## src/rtl/tftp_mode_decode.sv

```systemverilog
// tftp_mode_decode: byte-serial matcher for the mode field of a TFTP RRQ/WRQ.
// Recognises "netascii", "octet" and (optionally) "mail", with optional
// ASCII case folding and a bounded field length. The result (done/valid/
// error/mode) is registered and held until the next start pulse.
//
// Build option: define TFTP_MODE_MAIL_EN to make "mail" a candidate
// (mode code 3). Without it the mail candidate is permanently disqualified.

module tftp_mode_decode #(
    parameter int unsigned MAX_LEN          = 8,
    parameter bit          CASE_INSENSITIVE = 1'b1,
    parameter int unsigned CNT_W            = 4
) (
    input  logic       clk,
    input  logic       reset,
    input  logic       start,
    input  logic       en,
    input  logic [7:0] eth_data,
    output logic       done,
    output logic       valid,
    output logic       error,
    output logic [1:0] mode
);

    typedef enum logic [1:0] {
        IDLE  = 2'd0,
        MATCH = 2'd1,
        DONE  = 2'd2
    } state_t;

    // Candidate strings, right-justified so char k of a length-L string
    // sits at bits [8*(L-1-k) +: 8].
    localparam logic [63:0] STR_NET   = "netascii";
    localparam logic [63:0] STR_OCTET = {24'h0, "octet"};
    localparam logic [63:0] STR_MAIL  = {32'h0, "mail"};

    localparam int unsigned LEN_NET   = 8;
    localparam int unsigned LEN_OCTET = 5;
    localparam int unsigned LEN_MAIL  = 4;

    // Flag bit order: [0] netascii, [1] octet, [2] mail.
`ifdef TFTP_MODE_MAIL_EN
    localparam logic [2:0] FLAG_INIT = 3'b111;
`else
    localparam logic [2:0] FLAG_INIT = 3'b011;
`endif

    localparam logic [CNT_W-1:0] IDX_LIMIT = CNT_W'(MAX_LEN);

    state_t           state, state_nxt;
    logic [CNT_W-1:0] idx, idx_nxt;
    logic [2:0]       flags, flags_nxt;
    logic             done_nxt, valid_nxt, error_nxt;
    logic [1:0]       mode_nxt;

    // Effective view of the matcher this cycle: a start pulse behaves as if
    // the field had just been cleared, so a byte arriving with start is
    // processed as index 0 of the new field.
    logic             active;
    logic [CNT_W-1:0] cur_idx;
    logic [2:0]       cur_flags;
    logic [7:0]       byte_in;
    logic             is_nul;
    logic             overflow;
    logic [2:0]       char_hit;
    logic [2:0]       len_hit;
    logic [2:0]       hits;

    function automatic logic char_match(
        input logic [63:0] s,
        input int unsigned len,
        input int unsigned k,
        input logic [7:0]  b
    );
        logic r;
        r = 1'b0;
        if (k < len) begin
            r = (s[8*(len-1-k) +: 8] == b);
        end
        return r;
    endfunction

    // Byte conditioning and per-candidate compare against the current index
    always_comb begin
        int unsigned k;
        active    = start || (state == MATCH);
        cur_idx   = start ? '0 : idx;
        cur_flags = start ? FLAG_INIT : flags;
        k         = 32'(cur_idx);

        byte_in = eth_data;
        if (CASE_INSENSITIVE && (eth_data >= 8'h41) && (eth_data <= 8'h5A)) begin
            byte_in = eth_data | 8'h20;
        end

        is_nul   = (eth_data == 8'h00);
        overflow = !is_nul && (cur_idx == IDX_LIMIT);

        char_hit[0] = char_match(STR_NET,   LEN_NET,   k, byte_in);
        char_hit[1] = char_match(STR_OCTET, LEN_OCTET, k, byte_in);
        char_hit[2] = char_match(STR_MAIL,  LEN_MAIL,  k, byte_in);

        len_hit[0] = (cur_idx == CNT_W'(LEN_NET));
        len_hit[1] = (cur_idx == CNT_W'(LEN_OCTET));
        len_hit[2] = (cur_idx == CNT_W'(LEN_MAIL));

        hits = cur_flags & len_hit & FLAG_INIT;
    end

    // State register
    always_ff @(posedge clk or negedge reset) begin
        if (!reset) begin
            state <= IDLE;
        end else begin
            state <= state_nxt;
        end
    end

    // Next-state logic: a terminating byte wins over start, so start+NUL
    // lands directly in DONE
    always_comb begin
        state_nxt = state;
        if (active && en && (is_nul || overflow)) begin
            state_nxt = DONE;
        end else if (start) begin
            state_nxt = MATCH;
        end
    end

    // Next values for index, candidate flags and the held result
    always_comb begin
        idx_nxt   = idx;
        flags_nxt = flags;
        done_nxt  = done;
        valid_nxt = valid;
        error_nxt = error;
        mode_nxt  = mode;

        if (start) begin
            idx_nxt   = '0;
            flags_nxt = FLAG_INIT;
            done_nxt  = 1'b0;
            valid_nxt = 1'b0;
            error_nxt = 1'b0;
            mode_nxt  = 2'd0;
        end

        if (active && en) begin
            if (is_nul) begin
                done_nxt = 1'b1;
                unique case (hits)
                    3'b001: begin
                        valid_nxt = 1'b1;
                        mode_nxt  = 2'd1;
                    end
                    3'b010: begin
                        valid_nxt = 1'b1;
                        mode_nxt  = 2'd2;
                    end
                    3'b100: begin
                        valid_nxt = 1'b1;
                        mode_nxt  = 2'd3;
                    end
                    default: begin
                        error_nxt = 1'b1;
                        mode_nxt  = 2'd0;
                    end
                endcase
            end else if (overflow) begin
                done_nxt  = 1'b1;
                error_nxt = 1'b1;
                mode_nxt  = 2'd0;
            end else begin
                // Mismatches only clear flags; the field is consumed to its end
                flags_nxt = cur_flags & char_hit & FLAG_INIT;
                idx_nxt   = cur_idx + 1'b1;
            end
        end
    end

    // Datapath and result registers
    always_ff @(posedge clk or negedge reset) begin
        if (!reset) begin
            idx   <= '0;
            flags <= FLAG_INIT;
            done  <= 1'b0;
            valid <= 1'b0;
            error <= 1'b0;
            mode  <= 2'd0;
        end else begin
            idx   <= idx_nxt;
            flags <= flags_nxt;
            done  <= done_nxt;
            valid <= valid_nxt;
            error <= error_nxt;
            mode  <= mode_nxt;
        end
    end

endmodule

```

## config.mk

```make
export PLATFORM = sky130hd
export DESIGN_NAME = tftp_mode_decode
export DESIGN_NICKNAME = d
export VERILOG_FILES = /design/src/rtl/tftp_mode_decode.sv
export SDC_FILE = /design/constraint.sdc
export NUM_CORES = 1
export LEC_CHECK = 0
export ABC_CLOCK_PERIOD_IN_PS = 2870
export BUFFER_PORTS_ARGS = -buffer_cell sky130_fd_sc_hd__buf_2
export CAP_MARGIN = 0
export CORE_MARGIN = 3
export CORE_UTILIZATION = 50
export DETAILED_ROUTE_END_ITERATION = 16
export PLACE_DENSITY = 0.71
export SLEW_MARGIN = 20
export SYNTH_ARGS = -nofsm -noshare
export SYNTH_HDL_FRONTEND = slang
export SYNTH_SLANG_ARGS = --single-unit
```

## constraint.sdc

```tcl
create_clock -name clk -period 2.87 [get_ports clk]
set_input_delay 0.1435 -clock clk [delete_from_list [all_inputs] [get_ports clk]]
set_output_delay 0.1435 -clock clk [all_outputs]
set_load 0.02 [all_outputs]
```

==> qor.txt <==
Post-CTS Setup Bufs -> 0
Pins Over Slew Limit -> 0
Final setup fails -> 0
Post-Syn Instances -> 135
Layout cells sized above 1 -> 18.54%
Clk sink count -> 13
Synth top area cells -> dfrtp_1, ha_1, xor2_1
# diodes -> 0
Min-Delay Path Depth -> 4
Final WL -> 2.503 mm
Synth warn -> 0
VDD IR max -> 0.3321 mV
First-pass GRT wire length -> 4.347 mm
Area taken by multi-input logic gates -> 732.0 sq um
H-Tree Depth -> 1
Top-Level Pins -> 17
Die ar. -> 2846 sq um
DR pass1 iterations -> 4
Post-synthesis mux area share -> 1.897%
CP Capture Type -> flop
WS Path Type -> flop to flop
Vias in the first global route -> 992
Xor/xnor share of the synthesized area -> 10.16%
Main flop type after synthesis -> dfrtp_1
Max-Cap Viols -> 0
DP HPWL -> 1.882 mm
Synth top area share -> 24.55%
FF/Latch Area -> 327.8 sq um
Final ANT Viol Nets -> 0
Adder-Cell Fraction of Synth Area -> 6.696%
Synth Cell Area -> 1121 sq um
Remaining Overflow, GRT -> 0
Crit. path cell count -> 8
Slowest-stage cell, CP -> dfrtp_1
Starting DRT DRC Count -> 23
Core area -> 2042 sq um
Layout area overhead -> 11.27%
Number of fill cells -> 196
Final WS setup -> 416.6 ps
# hold bufs at CTS -> 1
Arrival time at the worst endpoint -> 2660 ps
Longest Clk Path Bufs -> 2
CTS tree -> yes
F_max -> 0.4076 GHz
R2R setup slack -> 420 ps
Power per cell area -> 352.1 nW/um^2
Post-synth top cells -> nor2_1, dfrtp_1, inv_1, o21ai_0
Final Hold Violating Endpoints -> 0
Syn nets -> 153
Worst slack, placed -> 424.2 ps
Cts bufs inserted -> 3
Worst-Skew Late Latency -> 280 ps
Final Critical Period -> 2453 ps
Simple-gate portion of the synthesized area -> 24.55%
Synth cell types -> 45
Die X -> 53.35 um
Setup Skew -> 11.25 ps
DIE HEIGHT -> 53.35 um
Syn_area_per_cell -> 8.304 sq um
Drt drc -> 0
RSZ-0062 raised after global routing -> false
Worst Path Buf+Inv -> 1
Worst Path Required -> 3080 ps
Most common cell on crit path -> nor2b_1
Leakage -> 0.5718 nW
Fraction of registers with async set/reset -> 100.0%
Critical path cell sequence -> nor2b_1, inv_1, ha_1, a21boi_1, o22ai_2, a2111oi_2, nor2b_1, o31ai_2
Hold Path Class -> primary input to flop
Rows -> 16
Initial antenna violation count -> 0
Vias per Instance -> 5.697
CP Launch Type -> flop
Max incr delay on CP -> 570 ps
Overall global routing resource usage -> 21.00%
Starting density of the core -> 54.90%
Root Driver -> clkbuf_4
WL/cell -> 14.06 um
Post-route setup TNS -> 0 ps
Count leader, synth -> nor2_1
Rel. slew slack -> 67.40%
Largest net degree at the start of global routing -> 17
Tcrit/Tclk final -> 85.48%
Clock transition at path regs -> 80 ps
Register bit total from synthesis -> 13
Worst slew pin tran -> 489.0 ps
CP max FO -> 14
Routability Congestion -> 0.8464
Vias -> 1014
Port bufs -> 16
Sequential element share of the synthesized area -> 29.24%
CTS resizes -> 0
Cells on worst reg2reg path -> 8
Status -> finished clean
EDFF count, synth -> 0
Yosys top cell by area -> dfrtp_1
Synth Area in Compound Gates -> 21.99%
Kind of cell adding the most delay to the critical path -> compound AO/OA/AOI/OAI gates
Post-layout nets -> 170
Largest family of logic cells by synthesized area -> simple AND/OR/NAND/NOR gates
## final cells by class
cell class                 count  area share, %
timing repair buffer          17          7.222
tap                           27          2.708
sequential                    13          26.28
clock buffer                   4          2.106
multi-input combinational    107          58.68
inverter                      10          3.009
## where the power goes
part,switching [W],internal [W]
logic,0.0000671,0.0000541
registers,0.0000129,0.000190
clock network,0.0000608,0.0000540
## state kept, by name, summed over array words and instances (netlist names)
register  count
flags         2
valid         1
done          1
mode          2
idx           4
state         2
error         1
## layer usage
metal	wire length, um	up-vias	global-route usage [%]
met5	0	-	0
met4	49	0	8.085
met3	156	6	5.634
met2	1093	33	32.24
met1	1203	471	27.62
li1	-	504	-
## tightest hold or removal path, delay by kind of cell
kind                   cells  cell delay [ps]
buffers and inverters      1              110
AND/OR/NAND/NOR            2              140
AO/OA/AOI/OAI              1               60
## cell families (layout without fill, tap and decap cells)
kind of cell               count (synthesis)  after routing
and+or+nand+nor                           51             51
AOI/OAI and AO/OA                         35             35
buffers and inverters                     15             31
xor gates and xnor gates                  13             13
DFF                                       13             13
adders and majority gates                  6              6
muxes                                      2              2
## path summary, 6_finish.rpt
check / end / startpoint
max in group asynchronous: flags[0]$_DFF_PN1_ / reset
setup / recovery: flags[1]$_DFF_PN1_ / idx[0]$_DFF_PN0_
hold reg to reg: state[0]$_DFFE_PN0P_ / state[0]$_DFFE_PN0P_
min in group asynchronous: mode[0]$_DFF_PN0_ / reset
setup reg to reg: flags[1]$_DFF_PN1_ / idx[0]$_DFF_PN0_
hold / removal: flags[1]$_DFF_PN1_ / eth_data[7]
## cell usage in the layout (no fill, tap or decap), types with 3 or more instances in the layout
cell      synthesis  layout
buf_2             4      16
nor2_1           14      14
dfrtp_1          11      11
inv_1             9       9
o21ai_0           9       9
a21oi_1           7       7
xor2_1            7       7
nand2_1           6       6
nand3_1           6       6
xnor2_1           6       6
ha_1              6       6
nor2b_1           4       4
nor3_1            4       4
clkbuf_4          0       3
## stage by stage
stage	util, %	instances	power (W)	cell area (sq um)	hold slack [ps]
global placement	59.31	173	0.0003237	1211	36.10
floorplan	-	135	0.0002933	1121	-152.1
finish	61.09	178	0.0004392	1247	165.2
CTS	61.09	178	0.0004462	1247	157.6
detailed placement	59.31	173	0.0003264	1211	45.36
global route	61.09	178	0.0004724	1247	180.4
Power figures use the tool's default switching activity.
